===== config.mk =====
export PLATFORM = sky130hd
export DESIGN_NAME = operand_fetch_flat
export DESIGN_NICKNAME = d
export VERILOG_FILES = /design/src/rtl/rv_pkg.sv /design/src/rtl/operand_fetch_if.sv /design/src/rtl/operand_fetch_scoreboard.sv /design/src/rtl/operand_fetch.sv /design/src/flat_wrapper.sv
export SDC_FILE = /design/constraint.sdc
export NUM_CORES = 1
export LEC_CHECK = 0
export CORE_ASPECT_RATIO = 1.25
export CORE_UTILIZATION = 45
export DETAILED_ROUTE_END_ITERATION = 10
export PLACE_DENSITY = 0.86
export SLEW_MARGIN = 5
export SYNTH_ARGS = -nofsm -noshare
export SYNTH_HDL_FRONTEND = slang
export SYNTH_SLANG_ARGS = --single-unit

===== constraint.sdc =====
create_clock -name clk -period 3.3 [get_ports clk]
set_input_delay 0.495 -clock clk [delete_from_list [all_inputs] [get_ports clk]]
set_output_delay 0.495 -clock clk [all_outputs]
set_load 0.005 [all_outputs]

===== src/rtl/rv_pkg.sv =====
// Shared register-bank types for the issue path: default widths, address/data
// typedefs and the packed issue-field bundle.
package rv_pkg;

  localparam int REG_AWIDTH = 3;
  localparam int REG_DWIDTH = 8;

  typedef logic [REG_AWIDTH-1:0] reg_addr_t;
  typedef logic [REG_DWIDTH-1:0] reg_data_t;

  typedef struct packed {
    reg_addr_t rs1;
    reg_addr_t rs2;
    reg_addr_t rd;
    logic      rd_wen;
  } issue_t;

endpackage


===== src/rtl/operand_fetch_if.sv =====
// Decode-to-fetch and fetch-to-execute handshakes of operand_fetch.
// The master side drives instructions in and consumes the operand slot.
interface operand_fetch_if #(
  parameter int AWIDTH = 3,
  parameter int DWIDTH = 8
);
  logic              in_valid;
  logic              in_ready;
  logic [AWIDTH-1:0] in_rs1;
  logic [AWIDTH-1:0] in_rs2;
  logic [AWIDTH-1:0] in_rd;
  logic              in_rd_wen;
  logic              out_valid;
  logic              out_ready;
  logic [DWIDTH-1:0] out_op1;
  logic [DWIDTH-1:0] out_op2;
  logic [AWIDTH-1:0] out_rd;
  logic              out_rd_wen;

  modport master (
    output in_valid, in_rs1, in_rs2, in_rd, in_rd_wen, out_ready,
    input  in_ready, out_valid, out_op1, out_op2, out_rd, out_rd_wen
  );

  modport slave (
    input  in_valid, in_rs1, in_rs2, in_rd, in_rd_wen, out_ready,
    output in_ready, out_valid, out_op1, out_op2, out_rd, out_rd_wen
  );
endinterface


===== src/rtl/operand_fetch_scoreboard.sv =====
// Per-register busy bits for outstanding writes; register 0 is never busy.
// Flush beats everything, and a set beats a clear of the same bit.
module operand_fetch_scoreboard #(
  parameter int AWIDTH = 3
) (
  input  logic              clk,
  input  logic              rst_n,
  input  logic              set_en,
  input  logic [AWIDTH-1:0] set_addr,
  input  logic              clr_en,
  input  logic [AWIDTH-1:0] clr_addr,
  input  logic              flush,
  input  logic [AWIDTH-1:0] look_rs1,
  input  logic [AWIDTH-1:0] look_rs2,
  input  logic [AWIDTH-1:0] look_rd,
  output logic              busy_rs1,
  output logic              busy_rs2,
  output logic              busy_rd
);
  localparam int NREG = 1 << AWIDTH;

  logic [NREG-1:0] busy;
  logic [NREG-1:0] busy_next;

  always_comb begin
    busy_next = busy;
    if (clr_en) busy_next[clr_addr] = 1'b0;
    if (set_en) busy_next[set_addr] = 1'b1;
    busy_next[0] = 1'b0;
  end

  always_ff @(posedge clk or negedge rst_n) begin
    if (!rst_n) begin
      busy <= '0;
    end else if (flush) begin
      busy <= '0;
    end else begin
      busy <= busy_next;
    end
  end

  assign busy_rs1 = busy[look_rs1];
  assign busy_rs2 = busy[look_rs2];
  assign busy_rd  = busy[look_rd];
endmodule


===== src/rtl/operand_fetch.sv =====
// Issue-side operand reader with busy scoreboard and a one-entry output slot.
// Define OPFETCH_BYPASS_EN to forward same-cycle write-back data to sources.
module operand_fetch
  import rv_pkg::*;
#(
  parameter int AWIDTH = REG_AWIDTH,
  parameter int DWIDTH = REG_DWIDTH
) (
  input  logic              clk,
  input  logic              rst_n,
  operand_fetch_if.slave    bus,
  output logic [AWIDTH-1:0] raddr1,
  output logic [AWIDTH-1:0] raddr2,
  input  logic [DWIDTH-1:0] rdata1,
  input  logic [DWIDTH-1:0] rdata2,
  input  logic              wb_valid,
  input  logic [AWIDTH-1:0] wb_addr,
  input  logic [DWIDTH-1:0] wb_data,
  input  logic              flush
);
  localparam logic [AWIDTH-1:0] ZERO_ADDR = '0;

  logic busy_rs1, busy_rs2, busy_rd;
  logic fwd1, fwd2;
  logic hazard;
  logic accept;
  logic [DWIDTH-1:0] op1_sel, op2_sel;

  function automatic logic [DWIDTH-1:0] src_operand(
    input logic [AWIDTH-1:0] addr,
    input logic              fwd,
    input logic [DWIDTH-1:0] fwd_data,
    input logic [DWIDTH-1:0] bank_data
  );
    if (addr == ZERO_ADDR) return '0;
    else if (fwd)          return fwd_data;
    else                   return bank_data;
  endfunction

  assign raddr1 = bus.in_rs1;
  assign raddr2 = bus.in_rs2;

  operand_fetch_scoreboard #(.AWIDTH(AWIDTH)) u_scoreboard (
    .clk      (clk),
    .rst_n    (rst_n),
    .set_en   (accept && bus.in_rd_wen && (bus.in_rd != ZERO_ADDR)),
    .set_addr (bus.in_rd),
    .clr_en   (wb_valid && (wb_addr != ZERO_ADDR)),
    .clr_addr (wb_addr),
    .flush    (flush),
    .look_rs1 (bus.in_rs1),
    .look_rs2 (bus.in_rs2),
    .look_rd  (bus.in_rd),
    .busy_rs1 (busy_rs1),
    .busy_rs2 (busy_rs2),
    .busy_rd  (busy_rd)
  );

`ifdef OPFETCH_BYPASS_EN
  assign fwd1 = wb_valid && (wb_addr == bus.in_rs1) && (bus.in_rs1 != ZERO_ADDR);
  assign fwd2 = wb_valid && (wb_addr == bus.in_rs2) && (bus.in_rs2 != ZERO_ADDR);
`else
  assign fwd1 = 1'b0;
  assign fwd2 = 1'b0;
`endif

  // A forwarded source is satisfied this cycle; the WAW check never forwards.
  assign hazard = (busy_rs1 && (bus.in_rs1 != ZERO_ADDR) && !fwd1)
               || (busy_rs2 && (bus.in_rs2 != ZERO_ADDR) && !fwd2)
               || (bus.in_rd_wen && busy_rd && (bus.in_rd != ZERO_ADDR));

  assign bus.in_ready = !hazard && !flush && (!bus.out_valid || bus.out_ready);
  assign accept       = bus.in_valid && bus.in_ready;

  assign op1_sel = src_operand(bus.in_rs1, fwd1, wb_data, rdata1);
  assign op2_sel = src_operand(bus.in_rs2, fwd2, wb_data, rdata2);

  // Output slot: accept -> slot
  always_ff @(posedge clk or negedge rst_n) begin
    if (!rst_n) begin
      bus.out_valid  <= 1'b0;
      bus.out_op1    <= '0;
      bus.out_op2    <= '0;
      bus.out_rd     <= '0;
      bus.out_rd_wen <= 1'b0;
    end else if (flush) begin
      bus.out_valid <= 1'b0;
    end else if (accept) begin
      bus.out_valid  <= 1'b1;
      bus.out_op1    <= op1_sel;
      bus.out_op2    <= op2_sel;
      bus.out_rd     <= bus.in_rd;
      bus.out_rd_wen <= bus.in_rd_wen;
    end else if (bus.out_ready) begin
      bus.out_valid <= 1'b0;
    end
  end
endmodule


===== src/flat_wrapper.sv =====
// flat-port wrapper written by rule: the top's interface ports become plain ports
module operand_fetch_flat import rv_pkg::*;
#(
  parameter int AWIDTH = REG_AWIDTH,
  parameter int DWIDTH = REG_DWIDTH
)
  (clk, rst_n, raddr1, raddr2, rdata1, rdata2, wb_valid, wb_addr, wb_data, flush, bus_in_valid, bus_in_rs1, bus_in_rs2, bus_in_rd, bus_in_rd_wen, bus_out_ready, bus_in_ready, bus_out_valid, bus_out_op1, bus_out_op2, bus_out_rd, bus_out_rd_wen);
  operand_fetch_if #(.AWIDTH(AWIDTH), .DWIDTH(DWIDTH)) bus_i ();
  input  logic clk;
  input  logic rst_n;
  output logic [AWIDTH-1:0] raddr1;
  output logic [AWIDTH-1:0] raddr2;
  input  logic [DWIDTH-1:0] rdata1;
  input  logic [DWIDTH-1:0] rdata2;
  input  logic wb_valid;
  input  logic [AWIDTH-1:0] wb_addr;
  input  logic [DWIDTH-1:0] wb_data;
  input  logic flush;
  input wire logic [$bits(bus_i.in_valid)-1:0] bus_in_valid;
  input wire logic [$bits(bus_i.in_rs1)-1:0] bus_in_rs1;
  input wire logic [$bits(bus_i.in_rs2)-1:0] bus_in_rs2;
  input wire logic [$bits(bus_i.in_rd)-1:0] bus_in_rd;
  input wire logic [$bits(bus_i.in_rd_wen)-1:0] bus_in_rd_wen;
  input wire logic [$bits(bus_i.out_ready)-1:0] bus_out_ready;
  output wire logic [$bits(bus_i.in_ready)-1:0] bus_in_ready;
  output wire logic [$bits(bus_i.out_valid)-1:0] bus_out_valid;
  output wire logic [$bits(bus_i.out_op1)-1:0] bus_out_op1;
  output wire logic [$bits(bus_i.out_op2)-1:0] bus_out_op2;
  output wire logic [$bits(bus_i.out_rd)-1:0] bus_out_rd;
  output wire logic [$bits(bus_i.out_rd_wen)-1:0] bus_out_rd_wen;
  assign bus_i.in_valid = bus_in_valid;
  assign bus_i.in_rs1 = bus_in_rs1;
  assign bus_i.in_rs2 = bus_in_rs2;
  assign bus_i.in_rd = bus_in_rd;
  assign bus_i.in_rd_wen = bus_in_rd_wen;
  assign bus_i.out_ready = bus_out_ready;
  assign bus_in_ready = bus_i.in_ready;
  assign bus_out_valid = bus_i.out_valid;
  assign bus_out_op1 = bus_i.out_op1;
  assign bus_out_op2 = bus_i.out_op2;
  assign bus_out_rd = bus_i.out_rd;
  assign bus_out_rd_wen = bus_i.out_rd_wen;
  operand_fetch #(.AWIDTH(AWIDTH), .DWIDTH(DWIDTH)) u_core (.clk(clk), .rst_n(rst_n), .bus(bus_i), .raddr1(raddr1), .raddr2(raddr2), .rdata1(rdata1), .rdata2(rdata2), .wb_valid(wb_valid), .wb_addr(wb_addr), .wb_data(wb_data), .flush(flush));
endmodule

==> impl_results.md <==
- WL/cell: 17.8 µm
- Leak pwr: 1.03 nW
- Core ar.: 3480 µm²
- RD Place Congestion: 0.866
- Outcome: finished clean
- Worst Hold Class: flop to flop
- Top FF cell, synth: dfrtp_1
- Placed cell count: 230
- CP top delay family: buffers and inverters
- Required @ worst endpoint: 2.80 ns
- Int Power: 0.834 mW
- Critical path cell sequence: clkdlybuf4s50_1 -> mux2_2 -> a22oi_1 -> a21oi_2 -> nor4_1 -> clkdlybuf4s50_1
- Most used cell, CP: clkdlybuf4s50_1
- Pins Over Slew Limit: 0
- Endpoint class of the critical path: output port
- Clk buf depth: 2
- DRT Wirelength: 4160 µm
- DRC Markers: 0
- HPWL Detailed: 3060 µm
- CP Launch Type: input pin
- GRT Util Overall: 0.223
- Worst Hold Launch: u_core.bus.out_op2[4]
- CP Max Fanout: 3
- Die area: 3920 µm²
- Die width: 56.2 µm
- Sequential share of power: 0.416
- Async S/R FF share, synth: 1.00
- Synth Cell Area: 1650 µm²
- Worst vdd ir: 0.388 mV
- Root Buffer Master: clkbuf_8
- Max Freq: 324 MHz
- Clk_lat worst skew: 0.27 ns
- Area fraction of the dominant cell type after synthesis: 0.424
- Clk_skew: 0.00888 ns
- Starting DRT DRC Count: 41
- Hold endpoint: u_core.bus.out_op2[4]
- Register area share after synthesis: 0.424
- Fillcell total: 230
- R2R Setup Slk: 1.03 ns
- Clock power frac: 0.244
- First-pass DRT Iterations: 4
- Count leader, synth: dfrtp_1
- Period utilization: 0.934
- Postcts setup bufs: 0
- Routed wl met3: 271 µm
- Initial core utilization: 0.474
- Top cells by count, synth: dfrtp_1, nor2b_1, mux2_4, mux2_2, buf_4
- Antenna violations before repair: 0
- WP buf/inv: 2
- Area Growth Syn to Fin: 43.5%
- Ports: 71
- Post-synth EDFFs: 0
- Leading area contributor after synthesis: dfrtp_1
- Hold-fix buffers, CTS: 0
- Detailed-route via count: 1,330
- Fin util: 0.680
- Reg2reg start: u_core.u_scoreboard.busy[5]
- DR top layer: met4
- Synthesized Nets: 176
- FF-to-FF End: u_core.bus.out_op1[3]
- WP data arrival: 2.59 ns
- Routed length on met2: 2110 µm
- Port bufs: 62
- Num rows: 24
- First-pass GRT wire length: 6840 µm
- Final critical-path required period: 3.08 ns
- Reg2reg path depth: 6
- Hold path cells: 1
- Critical-path top delay cell: clkdlybuf4s50_1
- Cts repair resizes: 0
- Max stage delay on crit path: 0.56 ns
- Clock Sinks: 28
- CTS clock-pin slew for the worst setup and hold paths: 0.10 ns
- Grt ovf: 0
- CTS tree: built
- Net Switching: 0.261 mW
- Post-route ant nets: 0
- Setup_tns: 0 ns
- CTS Buf Count: 3
- Share of cells above drive strength 1: 0.246
- Gate Count Post-Synth: 133
- Synth top area cells: dfrtp_1, mux2_4, nor2b_1, mux2_2, buf_4
- Slew at the pin closest to its max-slew limit: 0.872 ns
- Comb power frac: 0.340
- Chip height: 69.7 µm
- Ant diodes: 0
- Pwr Density: 462 nW/µm²
- Crit path kind: input pin to output port
- Synthesis warning total: 0
- Relative slew slack: 0.414
- Mean post-synth cell area: 12.4 µm²
- Layout Cells excl Fill: 234
- Seq cells post-synth: 28
- Max-Cap Viols: 0
- DR vias/cell: 5.68
- RSZ-0062 raised after global routing: false
- Largest net degree at the start of global routing: 29
- Cell variety after synth: 37
- Final Hold Viols: 0
- H-tree depth: 1
- Finish-stage setup viols: 0
- Vias in the first global route: 1,473
- DRT met1 WL: 1670 µm
- Net Sw Frac: 0.238
- Final net count: 239
==> power groups by stage <==
| stage | clock [mW] | sequential (mW) | combinational (mW) |
|---|---|---|---|
| 5_1_grt | 0.281 | 0.464 | 0.394 |
| 6_report | 0.267 | 0.455 | 0.372 |
| 4_1_cts | 0.274 | 0.455 | 0.376 |
| 3_5_place_dp | 0 | 0.458 | 0.371 |
| 2_1_floorplan | 0 | 0.458 | 0.143 |
| 3_3_place_gp | 0 | 0.454 | 0.358 |
==> layout make-up <==
cell class / count / area [µm²] / area share
clock buffers: 3 / 41.3 / 0.0174
well taps: 39 / 48.8 / 0.0206
repair buffers: 69 / 688 / 0.290
clock inverters: 1 / 30.0 / 0.0127
inverters: 3 / 11.3 / 0.00475
flip-flops and latches: 28 / 701 / 0.296
multi-input cells: 91 / 850 / 0.359
==> logic make-up (layout without fill, tap and decap cells) <==
kind of cell,Yosys count,in the layout,synth area share
flops,28,28,0.424
simple gates,39,39,0.159
buf+inv,14,76,0.0614
mux,28,28,0.224
compound gates,24,24,0.131
==> layout by cell type (no fill, tap or decap), types with 2 or more instances in the layout <==
master / n
mux2_4: 15
buf_4: 6
clkbuf_8: 3
nor3b_1: 3
mux2_2: 10
o21ai_0: 2
nor3_1: 2
o311ai_0: 3
nand2_1: 3
clkdlybuf4s50_1: 61
nand2b_1: 3
dfrtp_1: 28
mux2_1: 2
inv_1: 3
o311a_1: 4
nor2b_1: 19
a31o_2: 4
o31ai_1: 2
and3_1: 2
==> worst reg2reg max path: cells and delay by family, from the launching register on <==
kind	cells	cell delay, ns
multiplexers	2	0.67
AO/OA/AOI/OAI	2	0.46
flip-flops	1	0.43
AND/OR/NAND/NOR	1	0.36
buffers and inverters	1	0.24
==> metrics by stage <==
step | hold slack (ns) | setup WS [ns] | power (mW) | instance area [µm²]
global route | 0.548 | 0.0941 | 1.14 | 2370
detailed placement | 0.495 | 0.184 | 0.829 | 2300
floorplan | 0.199 | 1.12 | 0.601 | 1650
finish | 0.520 | 0.218 | 1.09 | 2370
global placement | 0.493 | 0.218 | 0.812 | 2300
CTS | 0.526 | 0.156 | 1.10 | 2370
==> metal layers <==
layer	vias up	global-route usage
li1	609	-
met1	643	0.253
met4	0	0.108
met2	67	0.392
met5	-	0
met3	11	0.0466
==> flip-flops by register name (all words and copies together), names as in the netlist <==
register and cells:
u_core.u_scoreboard.busy 7, u_core.bus.out_op1 8, u_core.bus.out_rd 3, u_core.bus.out_valid 1
u_core.bus.out_op2 8, u_core.bus.out_rd_wen 1
==> how the worst max path moves through the flow <==
stage / cells past startpoint / slack [ns] / to / startpoint
final: 6 / 0.22 / bus_in_ready / bus_in_rd[0]
after global routing: 6 / 0.09 / bus_in_ready / bus_in_rs1[0]
after CTS: 6 / 0.16 / bus_in_ready / bus_in_rs2[0]
after detailed placement: 6 / 0.18 / bus_in_ready / bus_in_rs2[0]
after global placement: 6 / 0.22 / bus_in_ready / bus_in_rs2[0]
after floorplan: 7 / 1.12 / u_core.bus.out_op1[6] / bus_in_rd[0]
No activity file was read; power rests on OpenSTA's default activity.
==> patch 1 (config.mk and constraints unchanged) <==
Add a define of `OPFETCH_BYPASS_EN`.
--- a/src/rtl/operand_fetch.sv
+++ b/src/rtl/operand_fetch.sv
@@ -1,5 +1,7 @@
 // Issue-side operand reader with busy scoreboard and a one-entry output slot.
 // Define OPFETCH_BYPASS_EN to forward same-cycle write-back data to sources.
+`define OPFETCH_BYPASS_EN
+
 module operand_fetch
   import rv_pkg::*;
 #(
Formal check against the unedited RTL: not equivalent (a bounded check fails within 4 cycles, from zero or initial values and one cycle with rst_n low).
==> patch 1 against the original RTL <==
  * Setup slack worse by 91 ps
  * Critical endpoint unchanged
  * First-iteration DRC count is 22% higher
  * Worst hold slack got worse by 8.7 ps
  * Combinational power grew 3%
  * Sequential cell count unchanged
  * Final area grew 12%
  * Synthesized area rose by 12%
  * Power down 5.1%
  * Count of clock-buffer cells in the layout increased by 1
  * Wire length grew 17%
==> patch 1: results (changes against the original RTL) <==
{| class="wikitable"
! Metric !! Value
|-
| Clock slew at the register clock pins of the worst setup and hold paths || 100 ps (about the same)
|-
| Worst slew margin relative to its limit || 69.16% (+28 points)
|-
| Port buffer count || 70 (+13%)
|-
| Detailed placer's ending HPWL || 3789 um (+24%)
|-
| Number of buffers created by CTS || 3 (unchanged)
|-
| Most numerous cell types in the synthesized netlist || sky130_fd_sc_hd__nand2_1, sky130_fd_sc_hd__dfrtp_1, sky130_fd_sc_hd__o21ai_0
|-
| Crit Path Max Fanout || 8 (+5)
|-
| Setup skew after layout || 2.820 ps (-6.055 ps)
|-
| Fraction of final layout cells with drive strength greater than 1 || 18.18% (-6.4 points)
|-
| Per-instance average area after synthesis || 10.04 um^2 (-19%)
|-
| Top Registers || u_core.bus.out_op1: 8 flops, u_core.bus.out_op2: 8 flops, u_core.u_scoreboard.busy: 7 flops
|-
| Setup TNS || 0 ps (unchanged)
|-
| Remaining routing DRC violations || 0 (unchanged)
|-
| Sequential share of the synthesized area || 37.74% (-4.7 points)
|-
| Final GP Congestion || 0.8835 (+2.0%)
|-
| Pin count of the biggest net entering global routing || 29 (unchanged)
|-
| Skew-Pair Late Insertion Delay || 270 ps (about the same)
|-
| Post-CTS setup buffer count || 0 (unchanged)
|-
| Main flop type after synthesis || sky130_fd_sc_hd__dfrtp_1
|-
| Area share of the largest cell type after synthesis || 37.74% (-4.7 points)
|-
| Post-Place Setup Slack || 132.6 ps (-50.97 ps)
|-
| P_leak || 1.130 nW (+9.7%)
|-
| Number of nets in the synthesized netlist || 228 (+30%)
|-
| Arrival time worst endpoint || 2680 ps (+90 ps)
|-
| Maximum ir drop on the vdd rail || 148.1 uV (-62%)
|-
| Worst path top cell family by delay || buffers and inverters
|-
| Non-filler instance count after layout || 307 (+31%)
|-
| WL/cell || 15.87 um (-11%)
|-
| Final Net Count || 297 (+24%)
|-
| Global-route wire length before repair || 7617 um (+11%)
|-
| Number of instances resized during post-cts repair || 0 (unchanged)
|-
| Antenna violations before repair || 0 (unchanged)
|-
| Clk buf depth || 2 (unchanged)
|-
| Share of flip-flops with an asynchronous set or reset || 100.0% (unchanged)
|-
| Router iterations before antenna repair || 4 (unchanged)
|-
| Hold WC Path Type || register to register
|-
| Cell at the slowest stage of the critical path || sky130_fd_sc_hd__clkdlybuf4s50_1
|-
| Yosys Warn Count || 0 (unchanged)
|-
| Number of diodes || 0 (unchanged)
|-
| Violation count after the first detailed-routing iteration || 50 (+22%)
|-
| Result of the run || finished, final reports clean
|-
| Number of levels the H-tree was split into || 1 (unchanged)
|-
| Number of distinct library cells after synthesis || 36 (-2.7%)
|-
| Delay of the slowest cell on the worst path || 680 ps (+120 ps)
|-
| Top cells by area in the synthesized netlist || sky130_fd_sc_hd__dfrtp_1, sky130_fd_sc_hd__mux2_4, sky130_fd_sc_hd__nand2_1
|-
| Number of vias after detailed routing || 1687 (+27%)
|-
| Overall Global Routing Usage || 23.36% (+1.1 points)
|-
| Via count of the first global-routing pass || 1626 (+10%)
|-
| Root buffer selected by CTS || sky130_fd_sc_hd__clkbuf_8
|}
## patch 1: power breakdown
| part | switching (mW) | leakage [nW] | internal (mW) |
|---|---|---|---|
| Sequential | 0.0350 | 0.351 | 0.405 |
| Clock | 0.109 | 0.0288 | 0.107 |
| Combinational | 0.125 | 0.750 | 0.258 |
| Total | 0.269 | 1.13 | 0.769 |
## patch 1: logic make-up (layout without fill, tap and decap cells)
kind of cell,count (synthesis),count (layout),synth area share (%)
buffers and inverters,21,89,7.075
and+or+nand+nor,59,59,15.63
DFF,28,28,37.74
AOI/OAI and AO/OA,45,45,16.91
xor gates and xnor gates,4,4,1.887
muxes,28,28,20.75
## patch 1: metrics by stage
stage	power [mW]	hold slack, ps	instance area (um^2)
detailed placement	0.8311	491.5	2600
global route	1.086	537.3	2655
CTS	1.040	513.5	2655
finish	1.038	510.9	2655
floorplan	0.6029	199.4	1857
global placement	0.8201	485.9	2600
## patch 1: cell type report
| cell class | instances | area, um^2 |
|---|---|---|
| flip-flops and latches | 28 | 700.7 |
| clock buffers | 4 | 55.05 |
| multi-input cells | 136 | 1025 |
| well taps | 54 | 67.56 |
| fillers | 316 | 1224 |
| inverters | 5 | 18.77 |
| repair buffers | 80 | 788.3 |
## patch 1: final timing paths
path	from	slack [ps]	endpoint	cells past startpoint
max in group asynchronous	rst_n	2440	u_core.bus.out_op1[1]	2
max reg2reg	u_core.u_scoreboard.busy[1]	1220	u_core.bus.out_op2[2]	6
min reg2reg	u_core.bus.out_op2[4]	510	u_core.bus.out_op2[4]	1
min in group asynchronous	rst_n	600	u_core.bus.out_rd[1]	2
max	bus_in_rs1[1]	130	bus_in_ready	6
min	u_core.bus.out_op2[4]	510	u_core.bus.out_op2[4]	1
## patch 1: metal layers
metal  vias up  share of wire (%)  GRT usage (%)
met5         -                  0              0
met4         0                2.7          11.64
met3        10                4.9          2.641
met2        64                 53          41.45
met1       821                 40          27.25
li1        792                  -              -
## patch 1: worst register-to-register path, stage by stage, from the launching register on
cell and delay, ps:
sky130_fd_sc_hd__dfrtp_1 460, sky130_fd_sc_hd__mux2i_1 120, sky130_fd_sc_hd__mux4_2 470, sky130_fd_sc_hd__o22a_2 260
sky130_fd_sc_hd__nand4_4 90, sky130_fd_sc_hd__buf_12 210, sky130_fd_sc_hd__mux2_2 360
==> patch 2 (same settings) <==
Made on the original files. Make the reset (`rst_n`) synchronous in 2 clocked blocks.
--- a/src/rtl/operand_fetch_scoreboard.sv
+++ b/src/rtl/operand_fetch_scoreboard.sv
@@ -29,7 +29,7 @@
     busy_next[0] = 1'b0;
   end
 
-  always_ff @(posedge clk or negedge rst_n) begin
+  always_ff @(posedge clk) begin
     if (!rst_n) begin
       busy <= '0;
     end else if (flush) begin
--- a/src/rtl/operand_fetch.sv
+++ b/src/rtl/operand_fetch.sv
@@ -76,7 +76,7 @@
   assign op2_sel = src_operand(bus.in_rs2, fwd2, wb_data, rdata2);
 
   // Output slot: accept -> slot
-  always_ff @(posedge clk or negedge rst_n) begin
+  always_ff @(posedge clk) begin
     if (!rst_n) begin
       bus.out_valid  <= 1'b0;
       bus.out_op1    <= '0;
Formal check against the unedited RTL: differs if rst_n is asserted again (counterexample within 4 cycles, from zero or initial values and one cycle with rst_n low); with rst_n held inactive, the same outputs for 10 cycles.
==> patch 2 against the original RTL <==
  * Non-clock buffer count fell by 4
  * Synthesized area decreased by 9.0%
  * Final area is 11% lower
  * Largest cell class unchanged
  * Setup slack got worse by 61 ps
  * Critical path type unchanged
  * Sequential cell count stayed put
  * Clock skew is 6.7 ps lower
  * Global-route usage barely moved
  * Wire length decreased by 16%
Power is not compared: it rests on default switching activity, and its combinational part moved more than twofold at a synthesized area within 25%.
==> patch 2: results (changes against the original RTL) <==
{| class="wikitable"
! Metric !! Value
|-
| Setup skew after layout || 2.209 ps (-6.666 ps)
|-
| Number of diodes || 0 (unchanged)
|-
| Crit path from || bus_in_rs2[0]
|-
| Global-route wire length before repair || 5789 um (-15%)
|-
| Final Net Count || 260 (+8.8%)
|-
| Skew-Pair Late Insertion Delay || 270 ps (about the same)
|-
| Number of nets in the synthesized netlist || 207 (+18%)
|-
| P_leak || around 0.8 nW
|-
| Pin count of the biggest net entering global routing || 28 (-3.4%)
|-
| Most numerous cell types in the synthesized netlist || sky130_fd_sc_hd__nand2_1, sky130_fd_sc_hd__dfxtp_1, sky130_fd_sc_hd__mux2i_1
|-
| Crit Path Max Fanout || 5 (+2)
|-
| DR vias/cell || 5.312 (-6.5%)
|-
| Top Registers || u_core.bus.out_op1: 8 flops, u_core.bus.out_op2: 8 flops, u_core.u_scoreboard.busy: 7 flops
|-
| Violation count after the first detailed-routing iteration || 22 (-46%)
|-
| Top cells by area in the synthesized netlist || sky130_fd_sc_hd__dfxtp_1, sky130_fd_sc_hd__mux2i_1, sky130_fd_sc_hd__nand2_1
|-
| Sum of routed wire length over all layers || 3501 um (-16%)
|-
| CP Launch Type || input port
|-
| Root buffer selected by CTS || sky130_fd_sc_hd__clkbuf_8
|-
| Antenna violations before repair || 0 (unchanged)
|-
| Hold WC Path Type || register to register
|-
| Arrival time worst endpoint || 2650 ps (+60 ps)
|-
| Number of distinct library cells after synthesis || 34 (-8.1%)
|-
| Detailed placer's ending HPWL || 2541 um (-17%)
|-
| Worst slew margin relative to its limit || 62.57% (+21 points)
|-
| Port buffer count || 62 (unchanged)
|-
| Number of levels the H-tree was split into || 1 (unchanged)
|-
| Overall Global Routing Usage || 22.30% (about the same)
|-
| Remaining Overflow, GRT || 0 (unchanged)
|-
| Clk buf depth || 2 (unchanged)
|-
| Number of buffers created by CTS || 3 (unchanged)
|-
| Min-Delay Startpoint || u_core.bus.out_op2[4]
|-
| Maximum ir drop on the vdd rail || ~350 uV
|-
| Main flop type after synthesis || sky130_fd_sc_hd__dfxtp_1
|-
| Startpoint of the worst register-to-register path || u_core.u_scoreboard.busy[2]
|-
| Share of flip-flops with an asynchronous set or reset || 0% (-100 points)
|-
| Sequential share of the synthesized area || 37.30% (-5.1 points)
|-
| Via count of the first global-routing pass || 1378 (-6.4%)
|-
| Clock slew at the register clock pins of the worst setup and hold paths || 90 ps
|-
| Result of the run || finished, final reports clean
|-
| Fraction of final layout cells with drive strength greater than 1 || 6.944% (-18 points)
|-
| Final GP Congestion || 0.8481 (-2.0%)
|-
| Number of instances resized during post-cts repair || 0 (unchanged)
|-
| Router iterations before antenna repair || 4 (unchanged)
|-
| Yosys Warn Count || 0 (unchanged)
|-
| Post-CTS setup buffer count || 0 (unchanged)
|}
[patch 2: cell types whose count changed after synthesis, moves of 9 or more]
cell                      unedited run  this run
sky130_fd_sc_hd__nor2b_1            19         4
sky130_fd_sc_hd__mux2i_1             1        25
sky130_fd_sc_hd__dfxtp_1             0        28
sky130_fd_sc_hd__mux2_2             10         1
sky130_fd_sc_hd__dfrtp_1            28         0
sky130_fd_sc_hd__mux2_4             15         0
sky130_fd_sc_hd__nand2_1             3        50
[patch 2: report_power, final]
group / switching, mW / internal (mW) / total [mW]
logic: 0.0600 / 0.0901 / 0.150
registers: 0.00665 / 0.351 / 0.358
clock network: 0.102 / 0.107 / 0.208
total: 0.168 / 0.548 / 0.716
[patch 2: worst paths after layout]
kind                           end  slack [ps]  cells after the start
max                   bus_in_ready         160                      6
min          u_core.bus.out_op2[4]         460                      2
max reg2reg  u_core.bus.out_op2[6]        1300                      6
min reg2reg  u_core.bus.out_op2[4]         460                      2
[patch 2: cell type report]
class	instances	area (um^2)
Timing Repair Buffer	65	643.1
Clock buffer	4	55.05
Sequential cell	28	560.5
Fill cell	276	1080
Tap cell	37	46.29
Multi-Input combinational cell	117	802.0
Inverter	2	7.507
[patch 2: routing by layer]
metal	wire length, um	share of wire (%)	track usage, %
met2	1696	48	38.89
met4	101	2.9	12.83
met1	1505	43	24.96
met3	197	5.6	2.740
met5	0	0	0
[patch 2: worst max-delay path, cell delays in order]
cell and delay, ps:
sky130_fd_sc_hd__clkdlybuf4s50_1 590, sky130_fd_sc_hd__mux4_2 540, sky130_fd_sc_hd__nand2_1 90, sky130_fd_sc_hd__o2111ai_2 170, sky130_fd_sc_hd__nor2_1 220, sky130_fd_sc_hd__clkdlybuf4s50_1 540
[patch 2: kinds of logic after synthesis]
family          count (synthesis)  share of synthesized area, %
simple gates                   68                         19.90
compound gates                 20                         11.16
flops                          28                         37.30
mux                            29                         21.90
buf+inv                        19                         9.742
[patch 2: stage by stage]
step / setup slack [ps] / instance area (um^2) / instances / hold WS (ps) / utilization (%)
detailed placement: 176.7 / 2059 / 249 / 450.6 / 64.47
global placement: 206.8 / 2059 / 249 / 442.7 / 64.47
CTS: 169.0 / 2115 / 253 / 464.7 / 66.20
floorplan: 1361 / 1503 / 164 / 451.1 / -
finish: 156.3 / 2115 / 253 / 461.5 / 66.20
global route: 37.63 / 2115 / 253 / 478.5 / 66.20
